## src/rtl/systolic_pkg.sv

```systemverilog
// rtl/systolic_pkg.sv - shared fp32 constants and drain FSM encoding
package systolic_pkg;
   localparam int          FP32_W        = 32;
   localparam logic [31:0] FP32_QNAN     = 32'h7FC0_0000;
   localparam logic [31:0] FP32_POS_ZERO = 32'h0000_0000;

   typedef enum logic {
      IDLE,
      ACCUM
   } drain_state_e;
endpackage

```

## src/rtl/fp32_add.sv

```systemverilog
// rtl/fp32_add.sv - combinational fp32 adder (RNE, subnormals treated as zero) with PE passthroughs
module fp32_add
   import systolic_pkg::*;
(
   input  logic [FP32_W-1:0] a,
   input  logic [FP32_W-1:0] b,
   input  logic [FP32_W-1:0] x_i,
   input  logic [FP32_W-1:0] w_i,
   input  logic              valid_in,
   output logic [FP32_W-1:0] y,
   output logic [FP32_W-1:0] x_o,
   output logic [FP32_W-1:0] w_o,
   output logic              valid_out
);
   logic              a_nan, b_nan, a_inf, b_inf, a_zero, b_zero, swap, big_s, sticky;
   logic [7:0]        big_e, sml_e, d;
   logic [23:0]       big_m, sml_m;
   logic [26:0]       big_ext, sml_ext, sml_sh, n;
   logic [27:0]       s;
   logic [4:0]        lz;
   logic [24:0]       r;
   logic [22:0]       frac;
   logic signed [9:0] e;
   logic [FP32_W-1:0] norm;

   assign x_o       = x_i;
   assign w_o       = w_i;
   assign valid_out = valid_in;

   always_comb begin
      a_zero = (a[30:23] == 8'd0);
      b_zero = (b[30:23] == 8'd0);
      a_inf  = (a[30:23] == 8'hFF) && (a[22:0] == 23'd0);
      b_inf  = (b[30:23] == 8'hFF) && (b[22:0] == 23'd0);
      a_nan  = (a[30:23] == 8'hFF) && (a[22:0] != 23'd0);
      b_nan  = (b[30:23] == 8'hFF) && (b[22:0] != 23'd0);
      swap   = (b[30:0] > a[30:0]);
      big_s  = swap ? b[31] : a[31];
      big_e  = swap ? b[30:23] : a[30:23];
      sml_e  = swap ? a[30:23] : b[30:23];
      big_m  = swap ? {1'b1, b[22:0]} : {1'b1, a[22:0]};
      sml_m  = swap ? {1'b1, a[22:0]} : {1'b1, b[22:0]};
      d      = big_e - sml_e;

      // three extra bits (guard, round, sticky) below the 24-bit significand
      big_ext = {big_m, 3'b000};
      sml_ext = {sml_m, 3'b000};
      if (d > 8'd26) begin
         sml_sh = 27'd0;
         sticky = 1'b1;
      end else begin
         sml_sh = sml_ext >> d;
         sticky = |(sml_ext & ((27'd1 << d) - 27'd1));
      end
      sml_sh[0] = sml_sh[0] | sticky;

      if (a[31] ^ b[31]) s = {1'b0, big_ext} - {1'b0, sml_sh};
      else               s = {1'b0, big_ext} + {1'b0, sml_sh};

      e  = $signed({2'b00, big_e});
      lz = 5'd0;
      for (int i = 0; i <= 26; i++) begin
         if (s[i]) lz = 5'(26 - i);
      end
      if (s[27]) begin
         n    = s[27:1];
         n[0] = s[1] | s[0];
         e    = e + 10'sd1;
      end else begin
         n = s[26:0] << lz;
         e = e - $signed({5'd0, lz});
      end

      r    = {1'b0, n[26:3]} + 25'(n[2] & (n[3] | n[1] | n[0]));
      frac = r[24] ? 23'd0 : r[22:0];
      if (r[24]) e = e + 10'sd1;

      if (s == 28'd0)         norm = FP32_POS_ZERO;
      else if (e >= 10'sd255) norm = {big_s, 8'hFF, 23'd0};
      else if (e <= 10'sd0)   norm = {big_s, 31'd0};
      else                    norm = {big_s, e[7:0], frac};

      if (a_nan || b_nan || (a_inf && b_inf && (a[31] != b[31]))) y = FP32_QNAN;
      else if (a_inf)            y = a;
      else if (b_inf)            y = b;
      else if (a_zero && b_zero) y = {a[31] & b[31], 31'd0};
      else if (a_zero)           y = b;
      else if (b_zero)           y = a;
      else                       y = norm;
   end
endmodule

```

## src/rtl/fp32_sync_fifo.sv

```systemverilog
// rtl/fp32_sync_fifo.sv - first-word-fall-through FIFO; a pop frees a slot for a same-cycle push
module fp32_sync_fifo #(
   parameter int WIDTH = 32,
   parameter int DEPTH = 4
) (
   input  logic             clk,
   input  logic             rst_n,
   input  logic             push,
   input  logic [WIDTH-1:0] wdata,
   input  logic             pop,
   output logic [WIDTH-1:0] rdata,
   output logic             full,
   output logic             empty
);
   localparam int AW = $clog2(DEPTH);

   logic [WIDTH-1:0] mem [DEPTH];
   logic [AW-1:0]    wptr, rptr;
   logic [AW:0]      count;
   logic             do_push, do_pop;

   assign full    = (count == (AW + 1)'(DEPTH));
   assign empty   = (count == '0);
   assign do_pop  = pop & ~empty;
   assign do_push = push & (~full | do_pop);
   assign rdata   = empty ? '0 : mem[rptr];

   always_ff @(posedge clk or negedge rst_n) begin
      if (!rst_n) begin
         wptr  <= '0;
         rptr  <= '0;
         count <= '0;
      end else begin
         if (do_push) wptr <= wptr + AW'(1);
         if (do_pop)  rptr <= rptr + AW'(1);
         if (do_push && !do_pop)      count <= count + (AW + 1)'(1);
         else if (do_pop && !do_push) count <= count - (AW + 1)'(1);
      end
   end

   always_ff @(posedge clk) begin
      if (do_push) mem[wptr] <= wdata;
   end
endmodule

```

## src/rtl/fp32_psum_drain.sv

```systemverilog
// rtl/fp32_psum_drain.sv - accumulates TILE_K column partial sums and queues results for writeback
module fp32_psum_drain
   import systolic_pkg::*;
#(
   parameter int TILE_K     = 4,
   parameter int FIFO_DEPTH = 4
) (
   input  logic              clk,
   input  logic              rst_n,
   input  logic              valid_in,
   input  logic [FP32_W-1:0] y_in,
   input  logic              flush,
   output logic              m_valid,
   input  logic              m_ready,
   output logic [FP32_W-1:0] m_data,
   output logic              overflow,
   output logic              busy
);
   localparam int               CNT_W = $clog2(TILE_K + 1);
   localparam logic [CNT_W-1:0] LAST  = CNT_W'(TILE_K - 1);

   drain_state_e      state, state_next;
   logic [FP32_W-1:0] acc, acc_next, sum, push_data;
   logic [CNT_W-1:0]  cnt, cnt_next;
   logic              push, pop, full, empty;
   logic [FP32_W-1:0] unused_x, unused_w;
   logic              unused_v;

   fp32_add u_add (
      .a         (acc),
      .b         (y_in),
      .x_i       ('0),
      .w_i       ('0),
      .valid_in  (1'b1),
      .y         (sum),
      .x_o       (unused_x),
      .w_o       (unused_w),
      .valid_out (unused_v)
   );

   fp32_sync_fifo #(.WIDTH(FP32_W), .DEPTH(FIFO_DEPTH)) u_fifo (
      .clk   (clk),
      .rst_n (rst_n),
      .push  (push),
      .wdata (push_data),
      .pop   (pop),
      .rdata (m_data),
      .full  (full),
      .empty (empty)
   );

   assign m_valid = ~empty;
   assign pop     = m_valid & m_ready;
   assign busy    = (state == ACCUM) | ~empty;

   always_ff @(posedge clk or negedge rst_n) begin
      if (!rst_n) begin
         state    <= IDLE;
         acc      <= FP32_POS_ZERO;
         cnt      <= '0;
         overflow <= 1'b0;
      end else begin
         state <= state_next;
         acc   <= acc_next;
         cnt   <= cnt_next;
         if (push && full && !pop) overflow <= 1'b1;
      end
   end

   always_comb begin
      state_next = state;
      acc_next   = acc;
      cnt_next   = cnt;
      case (state)
         IDLE: begin
            // first sample is loaded as-is so -0 and NaN payloads survive
            if (valid_in && !flush && TILE_K > 1) begin
               acc_next   = y_in;
               cnt_next   = CNT_W'(1);
               state_next = ACCUM;
            end
         end
         ACCUM: begin
            if (valid_in && !flush && cnt != LAST) begin
               acc_next = sum;
               cnt_next = cnt + CNT_W'(1);
            end else if (valid_in || flush) begin
               cnt_next   = '0;
               state_next = IDLE;
            end
         end
         default: state_next = IDLE;
      endcase
   end

   always_comb begin
      push      = 1'b0;
      push_data = sum;
      case (state)
         IDLE: begin
            if (valid_in && (flush || TILE_K == 1)) begin
               push      = 1'b1;
               push_data = y_in;
            end
         end
         ACCUM: begin
            if (valid_in && (flush || cnt == LAST)) begin
               push = 1'b1;
            end else if (flush && !valid_in) begin
               push      = 1'b1;
               push_data = acc;
            end
         end
         default: push = 1'b0;
      endcase
   end
endmodule

```

## config.mk

```make
export PLATFORM = sky130hd
export DESIGN_NAME = fp32_psum_drain
export DESIGN_NICKNAME = d
export VERILOG_FILES = /design/src/rtl/systolic_pkg.sv /design/src/rtl/fp32_add.sv /design/src/rtl/fp32_sync_fifo.sv /design/src/rtl/fp32_psum_drain.sv
export SDC_FILE = /design/constraint.sdc
export NUM_CORES = 1
export LEC_CHECK = 0
export ABC_AREA = 1
export CAP_MARGIN = 20
export CORE_MARGIN = 3
export CORE_UTILIZATION = 40
export DETAILED_ROUTE_END_ITERATION = 6
export SYNTH_ARGS = -nofsm -noshare
export SYNTH_HDL_FRONTEND = slang
export SYNTH_SLANG_ARGS = --single-unit
```

## constraint.sdc

```tcl
create_clock -name clk -period 12 [get_ports clk]
set_input_delay 3.6 -clock clk [delete_from_list [all_inputs] [get_ports clk]]
set_output_delay 3.6 -clock clk [all_outputs]
set_load 0.05 [all_outputs]
```

Yosys cells after proc, flatten, opt, wreduce, memory -nomap -nowiden
Memory sizes are Yosys's and may differ from the RTL's.
Cells that the tools add are included.
{"block": "classes", "addsub": 13, "mul": 0, "div": 0, "magnitude_cmp": 4, "eq_ne": 9, "shift": 3, "muxes": 72, "bitwise": 16, "n_reduce_logical": 37}
{"operator": "$mux 32", "count": 13}
{"operator": "$mux 5", "count": 27}
{"operator": "$pmux 32 s2", "count": 2}
{"operator": "$mux 23", "count": 3}
{"operator": "$mux 31", "count": 2}
{"operator": "$mux 27", "count": 2}
{"operator": "$logic_not 23->1", "count": 2}
{"operator": "$reduce_bool 23->1", "count": 2}
{"operator": "$gt 31x31->1", "count": 1}
{"operator": "$add 27x27->28", "count": 1}
{"operator": "$logic_not 28->1", "count": 1}
{"operator": "$mux 28", "count": 1}
{"operator": "$sub 27x27->28", "count": 1}
{"operator": "$and 27x27->27", "count": 1}
{"operator": "$reduce_or 27->1", "count": 1}
{"operator": "$shl 1x8->27 const A", "count": 1}
{"operator": "$shl 27x5->27", "count": 1}
{"operator": "$shr 27x8->27", "count": 1}
{"operator": "$sub 27x1->27 const B", "count": 1}
{"operator": "$add 24x25->25", "count": 1}
{"operator": "$and 1x25->25", "count": 1}
{"operator": "$or 25x1->25", "count": 1}
{"operator": "$mux 10", "count": 2}
{"operator": "$eq 8x8->1 const B", "count": 2}
{"operator": "33 further kinds", "count": 83}
{"block": "word_totals", "regBits": 44, "latch_bits": 0, "ram_bits": 128, "romBits": 0, "inputBits": 37, "output_inout_bits": 35, "elab_cells": 162, "mem_count": 1}
{"memory": "u_fifo.mem", "words": 4, "width": 32, "read_ports": 1, "rd_ports_with_merged_regs": 0, "wr": 1, "line": "fp32_sync_fifo.sv:17", "rtl": "logic [WIDTH-1:0] mem [DEPTH];"}

Depth between registers and ports, before layout
Gate-level depths: netlist of the first run.
{"block": "depth", "depth_word": 58, "depth_mapped": 102, "depth_no_buf": 99}

Modules after synthesis
Synthesis of the first run repeated with hierarchy kept, for this count alone.
{"block": "unflattened", "hier_cells": 3476, "hier_area_um2": 20985.1}
{"mod": "fp32_add", "n_inst": 1, "cells_each": 2350, "area_per_inst_um2": 11908.9, "seq_area_each_um2": 0.0}
{"mod": "fp32_sync_fifo", "n_inst": 1, "cells_each": 564, "area_per_inst_um2": 5901.9, "seq_area_each_um2": 4018.9}
{"mod": "fp32_psum_drain", "n_inst": 1, "cells_each": 562, "area_per_inst_um2": 3174.3, "seq_area_each_um2": 925.9}

Least setup slack after synthesis of the first run
No wires, ideal clock.
{"block": "synth_path", "path_type": "input port to flip-flop", "startpoint": "input y_in[27]", "endpoint": "memory u_fifo.mem[0][10], data pin", "setup_time_ns": 0.278, "t_arrival_ns": 13.156, "required_ns": 11.722, "path_slack_ns": -1.433, "cell_stages": 90, "path_buffers": 3, "cell_sequence": "ha_1 -> nand2_2 -> nor2_1 -> nand4_1 -> nor2_1 -> nand2_1 -> nand2_4 -> nand2_4 -> nand2_1 -> nand3_2 -> ha_1 -> inv_1 -> nand2_1 -> nand2_1 -> nand3_1 -> nand2_1 -> nand2_1 -> inv_2 -> (+54 left out) -> xor2_1 -> nor4_1 -> nand3_1 -> o21ai_4 -> inv_1 -> nor2_1 -> nand3_2 -> nand2_4 -> nor2_8 -> buf_6 -> nand3_1 -> nand2_1 -> nand2_1 -> nand2_1 -> nand2_1 -> nand2_1 -> nand2_1 -> nand3_1"}
{"block": "synth_between", "elab_chain_len": 58, "word_cells_on_any_way": 83, "cone_classes": "add/sub (8); order compare (4); eq/ne (1); shift (3); mux (51); bitwise (6); reduce/logical (10)"}
{"element": "from (decl)", "line": "fp32_psum_drain.sv:11", "rtl": "input logic [FP32_W-1:0] y_in,"}
{"element": "$gt 31x31->1", "line": "fp32_add.sv:37", "rtl": "swap = (b[30:0] > a[30:0]);"}
{"element": "$mux 8 (on tied branches)", "line": "fp32_add.sv:39, fp32_add.sv:40"}
{"element": "$sub 8x8->8", "line": "fp32_add.sv:43", "rtl": "d = big_e - sml_e;"}
{"element": "$shl 1x8->27", "line": "fp32_add.sv:53", "rtl": "sticky = |(sml_ext & ((27'd1 << d) - 27'd1));"}
{"element": "$sub 27x1->27", "line": "fp32_add.sv:53"}
{"element": "$and 27x27->27", "line": "fp32_add.sv:53"}
{"element": "$reduce_or 27->1", "line": "fp32_add.sv:53"}
{"element": "$mux 1", "line": "fp32_add.sv:48", "rtl": "if (d > 8'd26) begin"}
{"element": "(+43 left out)"}
{"element": "$mux 32", "line": "fp32_add.sv:86", "rtl": "else if (a_zero && b_zero) y = {a[31] & b[31], 31'd0};"}
{"element": "$mux 32", "line": "fp32_add.sv:85", "rtl": "else if (b_inf) y = b;"}
{"element": "$mux 32", "line": "fp32_add.sv:84", "rtl": "else if (a_inf) y = a;"}
{"element": "$mux 32 (*)", "line": "fp32_add.sv:83", "rtl": "if (a_nan || b_nan || (a_inf && b_inf && (a[31] != b[31]))) y = FP32_QNAN;"}
{"element": "$mux 32", "line": "fp32_psum_drain.sv:109", "rtl": "end else if (flush && !valid_in) begin"}
{"element": "$mux 32", "line": "fp32_psum_drain.sv:107", "rtl": "if (valid_in && (flush || cnt == LAST)) begin"}
{"element": "$pmux 32 s2 (*)", "line": "fp32_psum_drain.sv:99", "rtl": "case (state)"}
{"element": "named net push_data[10]", "line": "fp32_psum_drain.sv:23", "rtl": "logic [FP32_W-1:0] acc, acc_next, sum, push_data;"}
{"element": "to (decl)", "line": "fp32_sync_fifo.sv:17"}
Mark *: on every way through the listed nets, which the timed path passes. The rest lies on a longest branch.

Worst setup path after layout of the first run
{"block": "layout_path", "startpoint": "input y_in[26]", "endpoint": "register acc[17]"}
{"block": "layout_between", "elab_chain_len": 57, "word_cells_on_any_way": 81, "cone_classes": "add/sub (8); order compare (4); eq/ne (1); shift (3); mux (49); bitwise (6); reduce/logical (10)"}
{"element": "$gt 31x31->1", "line": "fp32_add.sv:37"}
{"element": "$mux 8 (on tied branches)", "line": "fp32_add.sv:39, fp32_add.sv:40"}
{"element": "$sub 8x8->8", "line": "fp32_add.sv:43"}
{"element": "$shl 1x8->27", "line": "fp32_add.sv:53"}
{"element": "$sub 27x1->27", "line": "fp32_add.sv:53"}
{"element": "$and 27x27->27", "line": "fp32_add.sv:53"}
{"element": "$reduce_or 27->1", "line": "fp32_add.sv:53"}
{"element": "$mux 1", "line": "fp32_add.sv:48"}
{"element": "(+41 left out)"}
{"element": "$mux 32", "line": "fp32_add.sv:88", "rtl": "else if (b_zero) y = a;"}
{"element": "$mux 32", "line": "fp32_add.sv:87", "rtl": "else if (a_zero) y = b;"}
{"element": "$mux 32", "line": "fp32_add.sv:86"}
{"element": "$mux 32", "line": "fp32_add.sv:85"}
{"element": "$mux 32", "line": "fp32_add.sv:84"}
{"element": "$mux 32 (*)", "line": "fp32_add.sv:83"}
{"element": "$mux 32 (*)", "line": "fp32_psum_drain.sv:84", "rtl": "if (valid_in && !flush && cnt != LAST) begin"}
{"element": "$pmux 32 s2 (*)", "line": "fp32_psum_drain.sv:74", "rtl": "case (state)"}
{"element": "to (signal assigned)", "line": "fp32_psum_drain.sv:64", "rtl": "acc <= acc_next;"}
{"element": "to (decl)", "line": "fp32_psum_drain.sv:23"}
Mark *: on every way between the ends. The rest lies on a longest branch, timed or not. The select of a mux whose other input is x is not followed.
A chain may end at the register's enable or synchronous reset.

==> summary.txt, run 1 <==
Status
  • Status: complete, but fails checks
  • Failing checks: setup timing

Floorplan
  • DIE AREA: 0.0515 sq mm
  • Placement row count: 80
  • Die Y: 227 um
  • Die X: 227 um
  • Area of the core: 0.0479 sq mm
  • Top Ports: 72
  • Starting density of the core: 40.8%

CTS
  • H-tree depth: 4
  • CTS root buf: clkbuf_16
  • Clock sink total: 172
  • Clk_lat worst skew: 450 ps
  • Clk pin slew, worst setup/hold paths: 80 ps
  • TritonCTS clock tree: yes
  • Clk buf depth: 2
  • Hold Buf Count CTS: 0
  • Total CTS buffers: 17

Placement
  • Final HPWL DP: 64.5 mm
  • Routability cong.: 1.03
  • Placed standard-cell area: 0.0258 sq mm
  • PortBufs: 71

GRT
  • Vias in the first global route: 23,700
  • GRT overflow: 0
  • Initial antenna violation count: 0
  • First-pass GRT wire length: 131 mm
  • Largest net degree at the start of global routing: 104
  • Global Route Usage Sum: 32.5%

Synth
  • Post-Synth Adder-Cell Area: 6.39%
  • Synth Net Count: 3,307
  • Largest family of logic cells by synthesized area: simple AND/OR/NAND/NOR gates
  • Mux share of post-synthesis cell area: 0.109%
  • Mapped Area: 0.0195 sq mm
  • Syn Inst Count: 3,172
  • Yosys warning count: 0
  • Simple-gate share of the synthesized area: 39.1%
  • Synth Area in XOR/XNOR: 2.55%
  • Compound-gate portion of the synthesized area: 15.8%
  • Seq/Total Area, Yosys: 25.3%
  • Yosys reg bits: 172
  • Cell variety after synth: 73
  • EDFF count, synth: 128
  • Post-synthesis average cell area: 6.16 sq um
  • Post-synthesis async set-or-reset flop share: 25.6%
  • Synth Flop Type: edfxtp_1

Drt
  • Max layer used: met4
  • Routed wl met3: 6.12 mm
  • Via count normalized by instance count: 5.48
  • Antenna-violating nets left: 0
  • Detail Route met2 WL: 40.2 mm
  • Residual DRC: 0
  • DR pass1 iterations: 6
  • WL per Instance: 19.0 um
  • Iter 0 DRT Violations: 2,135
  • Metal-1 WL: 35.7 mm
  • Via count: 25,100
  • WL final: 87.0 mm

Critical path
  • Crit path capture type: register
  • Reg2reg start: acc[29]$_DFFE_PN0P_
  • Slowest cell on crit path: nand3b_1
  • Critical path class: in2reg
  • Arr. time, crit path: 13,810 ps
  • Maximum fanout along the worst path: 8
  • Reg2reg setup slack: 1020 ps
  • FF-to-FF End: acc[17]$_DFFE_PN0P_
  • Critical Path Most Common Cell: buf_4
  • CP max stage delay: 300 ps
  • Total buffers and inverters traversed by the critical path: 25
  • Startpoint class of the critical path: primary input
  • Critical path's top delay family: simple AND/OR/NAND/NOR gates
  • R2R cell count: 90
  • CP required: 12,370 ps

Layout
  • Area delta synth->final: 52.6%
  • Most frequent cells in the layout: buf_4, nand2_1, nor2_1, inv_1, nand3_1
  • Final std cell area, no fill: 0.0298 sq mm
  • Layout Nets: 4,079
  • Layout cells sized above 1: 36.2%
  • Number of diodes: 0
  • Most common cell after layout, fill and taps aside: buf_4

Flow run
  • Maxcap violations: 0

STA
  • Relative slew slack: 24.6%
  • Hold_ws: 505 ps
  • Worst setup margin: -1440 ps
  • RSZ-0062 raised after global routing: true
  • Final Skew: 17.2 ps
  • Hold Fails Final Rpt: 0
  • F_max: 74.4 MHz
  • Final setup vio count: 155
  • Crit path time final: 13,440 ps
  • Final worst-path cycle share: 112%
  • Slew @ Worst Pin: 1130 ps
  • Final Slew Violations: 0

Min path
  • HP Start: overflow$_DFFE_PN0P_
  • Worst Hold Class: reg2reg
  • Hold EP: overflow$_DFFE_PN0P_
  • Worst Hold Depth: 1
worst max-delay path by stage:
stage,from,to,slack (ps),cells after the start
finish,y_in[26],acc[17]$_DFFE_PN0P_,-1440,90
global route,y_in[0],u_fifo.mem[2][24]$_DFFE_PP_,-1990,92
CTS,y_in[14],u_fifo.mem[1][25]$_DFFE_PP_,-1190,94
detailed placement,y_in[14],u_fifo.mem[1][16]$_DFFE_PP_,-2620,88
global placement,y_in[14],u_fifo.mem[0][16]$_DFFE_PP_,-2410,88
floorplan,y_in[12],u_fifo.mem[0][22]$_DFFE_PP_,-760,93
final cells by class:
class	count	area, sq um
inverter	360	1380
timing repair buffer	894	7160
tap	615	769
fill	4423	18100
sequential	172	4950
clock inverter	14	155
multi-input combinational	2499	15000
clock buffer	18	429
kinds of logic after synthesis:
kind of cell	Yosys count
AND/OR/NAND/NOR	1777
AO/OA/AOI/OAI	567
buffers and inverters	503
flip-flops	172
adder cells (fa/ha/maj)	98
XOR/XNOR	53
multiplexers	2
cell usage after synthesis, types with 6 or more instances:
| cell type | n | area, sq um |
|---|---|---|
| nand2_1 | 870 | 3270 |
| inv_1 | 326 | 1220 |
| nand4_1 | 56 | 350 |
| buf_6 | 8 | 90.1 |
| nor3_1 | 23 | 115 |
| buf_2 | 44 | 220 |
| o21ai_0 | 210 | 1050 |
| clkinv_1 | 10 | 37.5 |
| a31oi_1 | 11 | 68.8 |
| nand2_2 | 11 | 68.8 |
| buf_4 | 13 | 97.6 |
| buf_1 | 18 | 67.6 |
| clkbuf_1 | 51 | 191 |
| nand3_1 | 353 | 1770 |
| nor2_1 | 394 | 1480 |
| o21ai_1 | 54 | 270 |
| o22ai_1 | 9 | 56.3 |
| edfxtp_1 | 128 | 3840 |
| o211ai_1 | 13 | 97.6 |
| nor4_1 | 14 | 87.6 |
| nor2_2 | 10 | 62.6 |
| dfrtp_1 | 44 | 1100 |
| or2_2 | 6 | 37.5 |
| ha_1 | 95 | 1190 |
| xor2_1 | 37 | 324 |
| inv_2 | 23 | 86.3 |
| dlygate4sd1_1 | 9 | 78.8 |
| nand3_2 | 9 | 90.1 |
| nand3b_1 | 7 | 52.6 |
| xnor2_1 | 13 | 114 |
| o21bai_1 | 11 | 82.6 |
| a21oi_1 | 216 | 1080 |
worst register-to-register path: cells and delay by family (launching register included):
family / cells / cell delay, ps
compound gates: 11 / 1500
xor+xnor: 1 / 210
fa+ha+maj: 3 / 750
buf+inv: 24 / 2820
flops: 1 / 530
simple gates: 51 / 5100
what timing repair did:
| item | CTS | global route |
|---|---|---|
| resized for setup | 392 | 316 |
| buffers inserted | 109 | 45 |
| cloned | 1 | 3 |
| endpoints found under the setup margin | 160 | 160 |
| pin swaps | 182 | 206 |
per-layer routing:
metal  vias to the layer above  global-route usage (%)
met3                       279                    4.69
li1                      12000                       -
met4                         0                    16.2
met1                     11700                    41.7
met5                         -                       0
met2                      1088                    53.9
registers in the layout (all words and copies together), names as in the netlist:
signal / count
u_fifo.rptr: 2
u_fifo.mem: 128
acc: 32
state: 1
cnt: 3
overflow: 1
u_fifo.count: 3
u_fifo.wptr: 2
through the flow:
stage	TNS, ps	cells	utilization, %	worst slack [ps]
final	-198590	4572	62.2	-1440
after global routing	-292740	4572	62.2	-1990
after CTS	-167440	4523	58.7	-1190
after detailed placement	-383970	4386	53.7	-2620
after global placement	-350490	4386	53.7	-2410
after floorplan	-96260	3172	-	-762
Power of run 1 is left out: the tool's default activity adds up to more than one toggle a clock period on the data nets, which glitch-free logic cannot reach.
==> run 2, diff against run 1 <==
- CORE_UTILIZATION: 40 -> 35
==> run 2 against run 1 <==
Maximum frequency grew 0.46%. Sequential cell count stayed put. Cell area fell by 2.1%. Utilization shrank 8.7 points. Via count is 2.0% lower. The flow still finishes with violations (setup timing). Sequential share of layout area is 0.35 points higher. Wire length is 1.8% lower. Cell count grew 1.8%. Critical path depth down 2. Global-route usage is 5.2 points lower. Clock skew is 8.3 ps lower. Hold slack got worse by 13 ps.
==> summary.txt, run 2 (synthesized netlist as in run 1, its figures left out) <==
Status
  • Status: complete, but fails checks (unchanged)
  • Failing checks: setup timing (unchanged)

GRT
  • Largest net degree at the start of global routing: 101 (was 104)
  • GRT overflow: 0 (unchanged)
  • First-pass GRT wire length: 127 mm (was 131 mm)
  • Vias in the first global route: 22,500 (was 23,700)
  • Initial antenna violation count: 0 (unchanged)
  • Global Route Usage Sum: 27.3% (was 32.5%)

STA
  • Final setup vio count: 155 (unchanged)
  • Crit path time final: 13,380 ps (was 13,440 ps)
  • Final Slew Violations: 0 (unchanged)
  • Setup TNS: -194,650 ps (was -198,590 ps)
  • Final Skew: 8.88 ps (was 17.2 ps)
  • Hold Fails Final Rpt: 0 (unchanged)
  • Hold_ws: 493 ps (was 505 ps)
  • F_max: 74.7 MHz (was 74.4 MHz)
  • Worst setup margin: -1380 ps (was -1440 ps)
  • Final worst-path cycle share: 111% (was 112%)
  • Relative slew slack: 13.6% (was 24.6%)
  • Slew @ Worst Pin: 1290 ps (was 1130 ps)
  • RSZ-0062 raised after global routing: true (unchanged)

Layout
  • Final std cell area, no fill: 0.0292 sq mm (was 0.0298 sq mm)
  • Number of diodes: 0 (unchanged)
  • Filler cells: 5,311 (was 4,423)
  • Number of flip-flops in the largest register: 128 (unchanged)
  • Layout cells sized above 1: 33.8% (was 36.2%)
  • Area delta synth->final: 49.4% (was 52.6%)
  • Largest registers: u_fifo.mem x128, acc x32 (unchanged)
  • Layout Nets: 4,038 (was 4,079)
  • Most flops, register: u_fifo.mem (unchanged)
  • Most frequent cells in the layout: nand2_1, buf_4, nor2_1, inv_1, nand3_1 (was buf_4, nand2_1, nor2_1, inv_1, nand3_1)
  • Most common cell after layout, fill and taps aside: nand2_1 (was buf_4)
  • Multi-input logic area: 0.0146 sq mm (was 0.0150 sq mm)
  • Register area: 0.00495 sq mm (unchanged)

CTS
  • Total CTS buffers: 17 (unchanged)
  • Clk buf depth: 2 (unchanged)
  • Clk pin slew, worst setup/hold paths: 70 ps (was 80 ps)
  • Clock sink total: 172 (unchanged)
  • Clk_lat worst skew: 440 ps (was 450 ps)
  • Hold Buf Count CTS: 0 (unchanged)
  • TritonCTS clock tree: yes (unchanged)
  • CTS root buf: clkbuf_16 (unchanged)
  • H-tree depth: 4 (unchanged)

Critical path
  • Arr. time, crit path: 13,550 ps (was 13,810 ps)
  • Crit path capture type: register (unchanged)
  • Critical path class: in2reg (unchanged)
  • Critical Path Most Common Cell: nand2_1 (was buf_4)
  • CP max stage delay: 420 ps (was 300 ps)
  • Slowest cell on crit path: ha_1 (was nand3b_1)
  • Critical path's top delay family: simple AND/OR/NAND/NOR gates (unchanged)
  • Maximum fanout along the worst path: 6 (was 8)
  • CP required: 12,170 ps (was 12,370 ps)
  • Startpoint class of the critical path: primary input (unchanged)
  • Total buffers and inverters traversed by the critical path: 18 (was 25)

Floorplan
  • Placement row count: 85 (was 80)
  • Die X: 242 um (was 227 um)
  • Die Y: 242 um (was 227 um)
  • Top Ports: 72 (unchanged)
  • DIE AREA: 0.0587 sq mm (was 0.0515 sq mm)
  • Area of the core: 0.0546 sq mm (was 0.0479 sq mm)
  • Starting density of the core: 35.8% (was 40.8%)

Drt
  • Via count normalized by instance count: 5.28 (was 5.48)
  • Antenna-violating nets left: 0 (unchanged)
  • WL per Instance: 18.4 um (was 19.0 um)
  • Residual DRC: 0 (unchanged)
  • Via count: 24,600 (was 25,100)
  • Iter 0 DRT Violations: 2,484 (was 2,135)
  • DR pass1 iterations: 6 (unchanged)
  • WL final: 85.4 mm (was 87.0 mm)

Min path
  • Worst Hold Class: reg2reg (unchanged)

Placement
  • Routability cong.: 0.998 (was 1.03)
  • PortBufs: 71 (unchanged)
  • Placed standard-cell area: 0.0261 sq mm (was 0.0258 sq mm)
  • Final HPWL DP: 64.6 mm (was 64.5 mm)

Flow run
  • Maxcap violations: 0 (unchanged)
==> run 2: area by class of cell <==
type	count	share of cell area (%)
Clock inverter	11	0.407
Sequential cell	172	16.9
Timing Repair Buffer	850	23.3
Clock buffer	21	1.51
Multi-Input combinational cell	2502	49.9
Tap cell	739	3.17
Inverter	360	4.70
==> run 2: worst paths after layout <==
check / from / end / slack [ps] / cells past startpoint
worst max-delay path: y_in[30] / u_fifo.mem[1][22]$_DFFE_PP_ / -1380 / 88
worst min-delay path: overflow$_DFFE_PN0P_ / overflow$_DFFE_PN0P_ / 490 / 1
worst max register to register: acc[13]$_DFFE_PN0P_ / u_fifo.mem[1][22]$_DFFE_PP_ / 1150 / 90
worst min register to register: overflow$_DFFE_PN0P_ / overflow$_DFFE_PN0P_ / 490 / 1
max in group asynchronous: rst_n / state$_DFF_PN0_ / 8170 / 2
min in group asynchronous: rst_n / u_fifo.count[1]$_DFFE_PN0P_ / 3270 / 2
==> run 2: worst reg2reg max path, delay by kind of cell, from the launching register on <==
kind | cells | cell delay, ps
simple gates | 52 | 4840
buf+inv | 18 | 1670
xor+xnor | 2 | 360
flops | 1 | 590
fa+ha+maj | 5 | 1200
compound gates | 13 | 1900
==> run 2: what timing repair did <==
item / 4_1_cts / 5_1_grt
setup buffers: 53 / 34
endpoints found under the setup margin: 160 / 160
gates cloned: 4 / 2
pin swaps: 152 / 149
gates resized for setup: 344 / 253
==> run 2: per-layer routing <==
| layer | global-route usage (%) | vias to the layer above | routed length, um |
|---|---|---|---|
| met5 | 0 | - | 91 |
| met4 | 12.7 | 2 | 4660 |
| met3 | 4.97 | 227 | 7340 |
| met2 | 42.8 | 1167 | 37700 |
| met1 | 36.5 | 11200 | 35600 |
| li1 | - | 12000 | - |
==> run 2: per-stage QoR <==
stage	util (%)	instances	worst slack, ps
global placement	47.8	4533	-2690
finish	53.5	4655	-1380
CTS	51.2	4623	-1280
global route	53.5	4655	-2130
detailed placement	47.8	4534	-2900
floorplan	-	3172	-762
Power of run 2 is left out for the same reason.
